## config.mk

```make
export PLATFORM = sky130hd
export DESIGN_NAME = fpu_ss_issue_arbiter
export DESIGN_NICKNAME = d
export VERILOG_FILES = /design/src/rtl/fpu_ss_pkg.sv /design/src/rtl/fpu_ss_commit_fifo.sv /design/src/rtl/fpu_ss_issue_arbiter.sv
export SDC_FILE = /design/constraint.sdc
export NUM_CORES = 1
export LEC_CHECK = 0
export ABC_AREA = 1
export ABC_CLOCK_PERIOD_IN_PS = 3700
export BUFFER_PORTS_ARGS = -buffer_cell sky130_fd_sc_hd__buf_2
export CAP_MARGIN = 20
export CORE_AREA = 5 5 199 201
export CTS_CLUSTER_SIZE = 10
export DETAILED_ROUTE_END_ITERATION = 8
export DIE_AREA = 0 0 204 206
export GPL_TIMING_DRIVEN = 0
export SLEW_MARGIN = 40
export SYNTH_ARGS = -nofsm -noshare
export SYNTH_HDL_FRONTEND = slang
export SYNTH_SLANG_ARGS = --single-unit
```

## constraint.sdc

```tcl
create_clock -name clk_i -period 3.7 [get_ports clk_i]
set_input_delay 0.37 -clock clk_i [delete_from_list [all_inputs] [get_ports clk_i]]
set_output_delay 0.37 -clock clk_i [all_outputs]
set_load 0.005 [all_outputs]
```

## src/rtl/fpu_ss_pkg.sv

```systemverilog
// Shared types for the fpu_ss X-interface and its multi-core issue arbiter.
// Core index type and pointer-width helper live here as well.
package fpu_ss_pkg;

    localparam int NB_CORES_MAX = 16;

    typedef logic [3:0] core_idx_t;

    typedef struct packed {
        logic [31:0] instr;
        logic [1:0]  mode;
        logic [3:0]  id;
    } x_issue_req_t;

    typedef struct packed {
        logic accept;
        logic writeback;
        logic loadstore;
    } x_issue_resp_t;

    typedef struct packed {
        logic [3:0] id;
        logic       commit_kill;
    } x_commit_t;

    function automatic int ptr_width(input int n);
        return (n > 1) ? $clog2(n) : 1;
    endfunction

endpackage

```

## src/rtl/fpu_ss_commit_fifo.sv

```systemverilog
// Per-core commit FIFO with fall-through head: a push into an empty FIFO
// is visible on data_o in the same cycle so the drain can take it directly.
module fpu_ss_commit_fifo
    import fpu_ss_pkg::*;
#(
    parameter int DEPTH = 2
) (
    input  logic      clk_i,
    input  logic      rst_i,
    input  logic      push_i,
    input  x_commit_t data_i,
    input  logic      pop_i,
    output x_commit_t data_o,
    output logic      full_o,
    output logic      empty_o
);

    localparam int AW = $clog2(DEPTH);

    x_commit_t     mem_q [DEPTH];
    logic [AW-1:0] rd_q;
    logic [AW-1:0] wr_q;
    logic [AW:0]   cnt_q;
    logic          bypass;
    logic          do_push;
    logic          do_pop;

    assign empty_o = (cnt_q == '0);
    assign full_o  = (cnt_q == (AW+1)'(DEPTH));
    assign data_o  = empty_o ? data_i : mem_q[rd_q];
    assign bypass  = empty_o && push_i && pop_i;
    assign do_push = push_i && !bypass && (!full_o || pop_i);
    assign do_pop  = pop_i && !empty_o;

    // Pointer and occupancy update
    always_ff @(posedge clk_i) begin
        if (rst_i) begin
            rd_q  <= '0;
            wr_q  <= '0;
            cnt_q <= '0;
        end else begin
            if (do_push) wr_q <= wr_q + AW'(1);
            if (do_pop)  rd_q <= rd_q + AW'(1);
            unique case ({do_push, do_pop})
                2'b10:   cnt_q <= cnt_q + (AW+1)'(1);
                2'b01:   cnt_q <= cnt_q - (AW+1)'(1);
                default: cnt_q <= cnt_q;
            endcase
        end
    end

    // Storage write; contents need no reset
    always_ff @(posedge clk_i) begin
        if (do_push) mem_q[wr_q] <= data_i;
    end

    // A core must never overrun its commit FIFO
    always_ff @(posedge clk_i) begin
        if (!rst_i) begin
            assert (!(push_i && full_o && !pop_i))
            else $warning("commit push into full fifo dropped");
        end
    end

endmodule

```

## src/rtl/fpu_ss_issue_arbiter.sv

```systemverilog
// Shares one fpu_ss among NB_CORES cores: round-robin issue with lock
// until handshake, and round-robin serialisation of per-core commits.
module fpu_ss_issue_arbiter
    import fpu_ss_pkg::*;
#(
    parameter int NB_CORES     = 8,
    parameter int COMMIT_DEPTH = 2
) (
    input  logic                         clk_i,
    input  logic                         rst_i,
    input  logic [NB_CORES-1:0]          core_issue_valid_i,
    output logic [NB_CORES-1:0]          core_issue_ready_o,
    input  x_issue_req_t [NB_CORES-1:0]  core_issue_req_i,
    output x_issue_resp_t [NB_CORES-1:0] core_issue_resp_o,
    input  logic [NB_CORES-1:0]          core_commit_valid_i,
    input  x_commit_t [NB_CORES-1:0]     core_commit_i,
    output logic [NB_CORES-1:0]          core_commit_full_o,
    output logic                         x_issue_valid_o,
    input  logic                         x_issue_ready_i,
    output x_issue_req_t                 x_issue_req_o,
    input  x_issue_resp_t                x_issue_resp_i,
    output logic [31:0]                  core_id_o,
    output logic                         x_commit_valid_o,
    output x_commit_t                    x_commit_o,
    output logic [31:0]                  commit_core_id_o
);

    localparam int PTR_W = ptr_width(NB_CORES);

    typedef logic [PTR_W-1:0] ptr_t;

    // First set bit at or after ptr, wrapping; returns ptr when none set
    function automatic ptr_t rr_pick(
        input logic [NB_CORES-1:0] req,
        input ptr_t                ptr
    );
        ptr_t sel;
        ptr_t idx;
        logic hit;
        int   k;
        sel = ptr;
        hit = 1'b0;
        for (int i = 0; i < NB_CORES; i++) begin
            k   = (int'(ptr) + i) % NB_CORES;
            idx = PTR_W'(k);
            if (!hit && req[idx]) begin
                sel = idx;
                hit = 1'b1;
            end
        end
        return sel;
    endfunction

    function automatic ptr_t ptr_inc(input ptr_t p);
        return (int'(p) == NB_CORES - 1) ? '0 : p + PTR_W'(1);
    endfunction

    ptr_t rr_q, rr_d;
    ptr_t lock_idx_q, lock_idx_d;
    logic lock_q, lock_d;
    ptr_t grant;

    assign grant = lock_q ? lock_idx_q
                          : rr_pick(core_issue_valid_i, rr_q);

    assign x_issue_valid_o = core_issue_valid_i[grant];
    assign x_issue_req_o   = core_issue_req_i[grant];
    assign core_id_o       = 32'(grant);

    // Route ready/response back to the granted core only
    always_comb begin
        core_issue_ready_o = '0;
        core_issue_resp_o  = '0;
        if (x_issue_valid_o) begin
            core_issue_ready_o[grant] = x_issue_ready_i;
            core_issue_resp_o[grant]  = x_issue_resp_i;
        end
    end

    // Issue arbitration next state: hold grant until handshake
    always_comb begin
        rr_d       = rr_q;
        lock_d     = lock_q;
        lock_idx_d = lock_idx_q;
        if (lock_q) begin
            if (!x_issue_valid_o) begin
                lock_d = 1'b0;
            end else if (x_issue_ready_i) begin
                lock_d = 1'b0;
                rr_d   = ptr_inc(lock_idx_q);
            end
        end else if (x_issue_valid_o) begin
            if (x_issue_ready_i) begin
                rr_d = ptr_inc(grant);
            end else begin
                lock_d     = 1'b1;
                lock_idx_d = grant;
            end
        end
    end

    // Issue arbitration state
    always_ff @(posedge clk_i) begin
        if (rst_i) begin
            rr_q       <= '0;
            lock_q     <= 1'b0;
            lock_idx_q <= '0;
        end else begin
            rr_q       <= rr_d;
            lock_q     <= lock_d;
            lock_idx_q <= lock_idx_d;
        end
    end

    // A locked core must keep valid up until its handshake
    always_ff @(posedge clk_i) begin
        if (!rst_i) begin
            assert (!(lock_q && !x_issue_valid_o))
            else $warning("locked issuer dropped valid before handshake");
        end
    end

    logic [NB_CORES-1:0]      empty;
    logic [NB_CORES-1:0]      avail;
    logic [NB_CORES-1:0]      pop;
    x_commit_t [NB_CORES-1:0] head;
    ptr_t                     crr_q;
    ptr_t                     csel;
    logic                     x_commit_valid_q;
    x_commit_t                x_commit_q;
    logic [31:0]              commit_core_id_q;

    for (genvar i = 0; i < NB_CORES; i++) begin : g_fifo
        fpu_ss_commit_fifo #(
            .DEPTH (COMMIT_DEPTH)
        ) u_fifo (
            .clk_i   (clk_i),
            .rst_i   (rst_i),
            .push_i  (core_commit_valid_i[i]),
            .data_i  (core_commit_i[i]),
            .pop_i   (pop[i]),
            .data_o  (head[i]),
            .full_o  (core_commit_full_o[i]),
            .empty_o (empty[i])
        );
    end

    assign avail = ~empty | core_commit_valid_i;
    assign csel  = rr_pick(avail, crr_q);

    // Pop exactly the FIFO chosen by the commit round-robin
    always_comb begin
        pop = '0;
        if (|avail) pop[csel] = 1'b1;
    end

    // Register the drained head onto the single commit port
    always_ff @(posedge clk_i) begin
        if (rst_i) begin
            crr_q            <= '0;
            x_commit_valid_q <= 1'b0;
            x_commit_q       <= '0;
            commit_core_id_q <= '0;
        end else if (|avail) begin
            crr_q            <= ptr_inc(csel);
            x_commit_valid_q <= 1'b1;
            x_commit_q       <= head[csel];
            commit_core_id_q <= 32'(csel);
        end else begin
            x_commit_valid_q <= 1'b0;
        end
    end

    assign x_commit_valid_o = x_commit_valid_q;
    assign x_commit_o       = x_commit_q;
    assign commit_core_id_o = commit_core_id_q;

endmodule

```

# Word-level counts from Yosys, hierarchy flattened
# Memory sizes are Yosys's and may differ from the RTL's. A register that Yosys moved wholly into a read port is not among the register bits.
# Index checks and enable logic that the tools add are counted.
totals:
  regBits: 51
  ram_bits: 80
  in_bits: 366
  output_inout_bits: 149
  word_cells: 399
  mem_count: 8
mem_list:
  columns: ["name", "depth", "width", "rd", "rd_ports_with_merged_regs", "wr", "line", "rtl"]
  rows:
  - ["g_fifo[0].u_fifo.mem_q", 2, 5, 1, 1, 1, "fpu_ss_commit_fifo.sv:20", "x_commit_t mem_q [DEPTH];"]
  - ["g_fifo[1].u_fifo.mem_q", 2, 5, 1, 1, 1, "fpu_ss_commit_fifo.sv:20", null]
  - ["g_fifo[2].u_fifo.mem_q", 2, 5, 1, 1, 1, "fpu_ss_commit_fifo.sv:20", null]
  - ["g_fifo[3].u_fifo.mem_q", 2, 5, 1, 1, 1, "fpu_ss_commit_fifo.sv:20", null]
  - ["g_fifo[4].u_fifo.mem_q", 2, 5, 1, 1, 1, "fpu_ss_commit_fifo.sv:20", null]
  - ["g_fifo[5].u_fifo.mem_q", 2, 5, 1, 1, 1, "fpu_ss_commit_fifo.sv:20", null]
  - ["2 more memories", null, null, null, null, null, null, null]
op_classes:
  n_addsub: 49
  n_lt_le_gt_ge: 20
  eq_ne: 27
  mux: 134
  bitwise: 7
  reduce_logical: 122
op_table:
  columns: ["op", "n"]
  rows:
  - ["binary-select mux 38 bit (select 3 bit)", 1]
  - ["< comparator 3 x 4 -> 1 bit, second input constant", 18]
  - ["2-to-1 mux 3 bit", 24]
  - ["2-to-1 mux 1 bit", 67]
  - ["logical AND 1 bit", 56]
  - ["binary-select mux 1 bit (select 3 bit)", 17]
  - ["2-to-1 mux 5 bit", 9]
  - ["logical NOT 1 bit", 38]
  - ["2-to-1 mux 38 bit", 1]
  - ["equality test 2 bit, second input constant", 16]
  - ["one-hot mux 2 bit (2 select lines)", 8]
  - ["adder 3 bit, second input constant", 8]
  - ["bitwise AND 24 bit", 1]
  - ["2-to-1 mux 24 bit", 1]
  - ["adder 1 bit, second input constant", 16]
  - ["adder 2 x 1 -> 2 bit, second input constant", 8]
  - ["equality test 2 x 1 -> 1 bit, second input constant", 8]
  - ["logical NOT 2 bit", 8]
  - ["2-to-1 mux 8 bit", 2]
  - ["nonzero test 2 bit", 8]
  - ["subtractor 2 x 1 -> 2 bit, second input constant", 8]
  - ["adder 3 x 1 -> 3 bit, second input constant", 5]
  - ["binary-select mux 5 bit (select 3 bit)", 1]
  - ["adder 3 x 2 -> 3 bit, second input constant", 4]
  - ["other kinds (13)", 26]

# Logic depth before layout (Yosys ltp)
logic_depth:
  depth_word: 38
  ltp_mapped: 31
  ltp_nobuf: 29

# Cells and area by module
# From an unflattened synthesis, not the netlist that was laid out.
hier_totals:
  cells_unflattened: 1970
  area_unflattened_um2: 12330.6
modules_own_cells:
  columns: ["module", "n_inst", "cells_per_inst", "area_each_um2", "seq_area_each_um2"]
  rows:
  - ["fpu_ss_issue_arbiter", 1, 1378, 6785.3, 380.4]
  - ["fpu_ss_commit_fifo", 8, 74, 693.2, 400.4]

# Worst setup path before layout
# Ideal clock, no wire load.
synth_path:
  kind: "flip-flop to flip-flop"
  start: "reg crr_q[0]"
  end: "reg g_fifo[7].u_fifo.cnt_q[1]"
  setup_time_ns: 0.122
  arrival_ns: 3.270
  required_time_ns: 3.578
  setup_slack_ns: 0.308
  path_stages_with_launch: 26
  path_buffers: 3
  synth_period_minus_slack_ns: 3.392
  path_cell_list: "dfxtp_1 > inv_2 > buf_6 > ha_1 > inv_1 > nand3_1 > nand3_1 > nand2_2 > nand3_4 > nor2_8 > nand3_2 > inv_2 > nand3_2 > nand2_1 > nand2_1 > buf_6 > nor2_8 > buf_6 > nand4_4 > nand2_2 > nand2_2 > ha_1 > a21oi_1 > o21ai_0 > o21ai_0 > a21oi_1"
synth_via:
  elab_chain_cells: 35
  word_cells_on_any_way: 67
  cone_classes: "add/sub: 7; order compare: 2; eq/ne: 2; mux: 34; reduce/logical: 22"
synth_rtl:
  columns: ["element", "line", "rtl"]
  rows:
  - ["from (decl)", "fpu_ss_issue_arbiter.sv:127", "ptr_t crr_q;"]
  - ["from (signal assigned)", "fpu_ss_issue_arbiter.sv:165", "crr_q <= ptr_inc(csel);"]
  - ["branches (longest 23 deep; another with adder 3 x 1 -> 3 bit)", null, null]
  - ["2-to-1 mux 3 bit (*)", "fpu_ss_issue_arbiter.sv:46", "if (!hit && req[idx]) begin"]
  - ["< comparator 3 x 4 -> 1 bit (not written as such) / greater-or-equal comparator 3 x 1 -> 1 bit (equally long branches)", "fpu_ss_issue_arbiter.sv:154", "if (|avail) pop[csel] = 1'b1;"]
  - ["logical AND 1 bit (not written as such)", "fpu_ss_issue_arbiter.sv:154", null]
  - ["2-to-1 mux 1 bit (not written as such)", "fpu_ss_issue_arbiter.sv:154", null]
  - ["demux 1 bit (select 3 bit) (*)", "fpu_ss_issue_arbiter.sv:154", null]
  - ["2-to-1 mux 8 bit (*)", "fpu_ss_issue_arbiter.sv:154", null]
  - ["logical AND 1 bit", "fpu_ss_commit_fifo.sv:31", "assign bypass = empty_o && push_i && pop_i;"]
  - ["logical NOT 1 bit", "fpu_ss_commit_fifo.sv:32", "assign do_push = push_i && !bypass && (!full_o || pop_i);"]
  - ["logical AND 1 bit (2 in series)", "fpu_ss_commit_fifo.sv:32", null]
  - ["equality test 2 x 1 -> 1 bit / equality test 2 bit (equally long branches)", "fpu_ss_commit_fifo.sv:44", "unique case ({do_push, do_pop})"]
  - ["one-hot mux 2 bit (2 select lines) / nonzero test 2 bit (equally long branches)", null, null]
  - ["to (signal assigned)", "fpu_ss_commit_fifo.sv:45", "2'b10: cnt_q <= cnt_q + (AW+1)'(1);"]
  - ["to (signal assigned)", "fpu_ss_commit_fifo.sv:46", "2'b01: cnt_q <= cnt_q - (AW+1)'(1);"]
  - ["to (signal assigned)", "fpu_ss_commit_fifo.sv:47", "default: cnt_q <= cnt_q;"]
  - ["to (decl)", "fpu_ss_commit_fifo.sv:23", "logic [AW:0] cnt_q;"]
# Every way passes the cells marked *. The select of a mux whose other input is x is not followed.
# A chain may end at the register's enable or synchronous reset.

==> impl_metrics.yaml <==
cts:
  worstSkewPairLatency_ns: 0.42
  cts-buffers-inserted: 17
  cts_tree: "built"
  holdBufCountCts: 0
  htree_levels: 4
  cts.sinks: 139
  cts_root_buffer: "clkbuf_16"
  clock_path_buffers: 2
  clkTransAtPathRegs_ns: 0.06
timing:
  relSlewSlack_pct: 51.5
  fmax_mhz: 246
  worst_pin_slew_ns: 0.728
  setup_viol: 71
  final_max_slew_viol_count: 0
  fin_crit_ns: 4.06
  fin_worst_skew_ns: 0.0127
  fin_ws_ns: -0.364
  post-route-period-util_pct: 110
  hold_viol_final: 0
  rsz0062_at_grt: "true"
synthesis:
  yosys.cell_types.count: 44
  synth_fa_ha_area_share_pct: 1.53
  synth-seq-area-share_pct: 29.3
  synth_compound_area_share_pct: 12.2
  synth_mux_area_share_pct: 0.327
  netlist.top_cell.by_area: "nand2_1"
  yosys_warnings: 0
  yosysTopAreaCellShare_pct: 24.5
  synth_seq_cells: 139
  synth.cell_area_um2: 12300
  synth_top_family_by_area: "simple AND/OR/NAND/NOR gates"
  synthTopCellsByArea: "nand2_1 24%, edfxtp_1 20%, dfxtp_1 9.6%, nand3_1 6.2%, inv_1 5.6%"
  netlist_instances: 1987
  synth_xor_area_share_pct: 0.766
  synth_simple_gate_area_share_pct: 41.1
  postSynthAreaPerCell_um2: 6.17
grt:
  antenna_found_initial: 8
  grt_pass1_wl_mm: 89.8
  grt_max_degree: 17
  grtUsageTotal_pct: 28.5
  grt_pass1_vias: 14400
  grt.overflow.total: 0
worst_setup_path:
  crit_required_ns: 3.33
  cp-end-kind: "primary output"
  cp_common_cell: "buf_6"
  cpMaxStageDelayCell: "dfxtp_2"
  cp.arrival_ns: 3.69
  cp_cell_sequence: "buf_6, clkinv_8, ha_4, inv_6, nand3_4, nand2_4, buf_4, o21bai_4, inv_2, nand4_1, buf_4, inv_2, a21oi_2, nand2_4, nand2_8, buf_8, buf_12, buf_6, a21oi_4, o21ai_2, nand2_2, buf_6"
  critPathKind: "reg -> out"
  critPathMaxFanout: 10
  critPathLaunchType: "flop"
  cp_slowest_stage_delay_ns: 0.34
floorplan:
  die_h_um: 206
  io_pins: 515
  die_w_um: 204
  row_count: 71
  dieArea_um2: 42000
  fp.coreArea_um2: 37400
  start_util_pct: 32.8
route:
  drc: 0
  via_per_inst: 4.90
  final_antenna_net_count: 0
  drtPass1Iterations: 5
  drtIter0Drc: 1335
  drt-total-wl_mm: 66.1
  wl_per_cell_um: 20.9
  num_vias: 15500
finish:
  fillers: 3609
  areaGrowthSynthToFinish_pct: 63.4
  layout-drive-gt1-share_pct: 45.5
  final_cells: 3167
  finalNetCount: 3011
status:
  violations: "negative setup slack"
  status: "complete, but fails checks"
placement:
  portBuffers: 454
  hpwlAfterDp_mm: 51.4
  dp_slack_ns: -1.18
  post-place-cells: 3009
  place_congestion: 0.954
flow_run:
  maxCapViolCount: 0
worst_hold_path:
  min_path_type: "in -> reg"
sequential cells by signal (all words and copies together) (netlist names), 3 cells and up, named ones only:
register and flops:
rr_q 3, g_fifo.u_fifo.rd_q 8, x_commit_o 5, g_fifo.u_fifo.mem_q 80, commit_core_id_o 3, crr_q 3
g_fifo.u_fifo.wr_q 8, lock_idx_q 3, g_fifo.u_fifo.cnt_q 16
cell usage after synthesis, drive strengths merged:
cell type / count
inv: 204
conb: 1
buf: 140
nand4: 23
nand3: 171
dfxtp: 59
o211ai: 8
clkbuf: 25
clkinv: 3
o21ai: 164
o21a: 5
xor2: 6
nor2: 135
a31oi: 1
or2: 3
edfxtp: 80
ha: 15
xnor2: 3
nand2: 825
o21bai: 1
mux2i: 4
a21oi: 109
nor3: 2
through the flow:
| step | setup TNS, ns | hold WS (ns) | cell area [um2] | utilization [%] |
|---|---|---|---|---|
| after detailed placement | -62.62 | 0.448 | 15400 | 41.1 |
| after CTS | -15.90 | 0.139 | 18200 | 48.7 |
| after floorplan | 0 | 0.430 | 12500 | - |
| after global placement | -57.41 | 0.440 | 15400 | 41.1 |
| after global routing | -28.95 | 0.140 | 20000 | 53.5 |
| final | -19.72 | 0.155 | 20000 | 53.5 |
path summary, 6_finish.rpt:
check,from,to,slack [ns],cells after the start
max,rr_q[1],x_issue_req_o[23],-0.36,22
max reg2reg,crr_q[0],g_fifo[6].u_fifo.cnt_q[1],0.03,26
min,core_commit_i[4],g_fifo[0].u_fifo.mem_q[1][4],0.16,1
min reg2reg,g_fifo[6].u_fifo.rd_q,flop,0.45,1
per-layer routing:
| layer | share of wire, % | global-route usage (%) | vias to the layer above |
|---|---|---|---|
| li1 | - | - | 7537 |
| met5 | 0.041 | 0 | - |
| met4 | 3.4 | 9.09 | 4 |
| met1 | 42 | 37.3 | 7185 |
| met2 | 46 | 45.2 | 674 |
| met3 | 9.2 | 8.87 | 110 |
critical path, delay by kind of cell, from the launching register on:
kind | cells | cell delay (ns)
buf+inv | 11 | 1.24
simple gates | 6 | 0.69
compound gates | 4 | 0.66
flops | 1 | 0.34
fa+ha+maj | 1 | 0.33
cells in the final DEF, fill, tap and decap left out, drive strengths merged:
master    instances
xnor2             3
or2               3
clkbuf           49
nand4            23
o21ai           164
diode            13
nand3           171
dfxtp            59
bufinv            1
xor2              6
nor3              2
o21a              5
conb             58
o211ai            8
clkinv            4
edfxtp           80
clkinvlp          4
a31oi             1
o21bai            1
nand2           827
a21oi           109
nor2            135
mux2i             4
inv             208
ha               15
buf             703
cells by family (layout without fill, tap and decap cells):
logic type | count (synthesis) | count (layout)
simple gates | 1159 | 1161
buf+inv | 372 | 969
compound gates | 288 | 288
flops | 139 | 139
fa+ha+maj | 15 | 15
xor+xnor | 9 | 9
mux | 4 | 4
other cells | 1 | 71
area by class of cell:
type,count,area (um2),share of cell area (%)
multi-input cells,1535,9110,45.5
repair buffers,566,3770,18.8
flip-flops and latches,139,3590,17.9
plain buffers,164,1480,7.39
inverters,207,820,4.09
well taps,511,639,3.19
clock buffers,22,474,2.37
clock inverters,10,105,0.525
diodes,13,32.5,0.162
timing repair:
action	in CTS	in global routing
buffers inserted	49	58
resized for setup	452	363
cloned	13	3
pin swaps	123	168
endpoints found under the setup margin	177	150
Power is not shown: default switching activity piles up to over one toggle a cycle in this logic, so the estimate is an artifact.
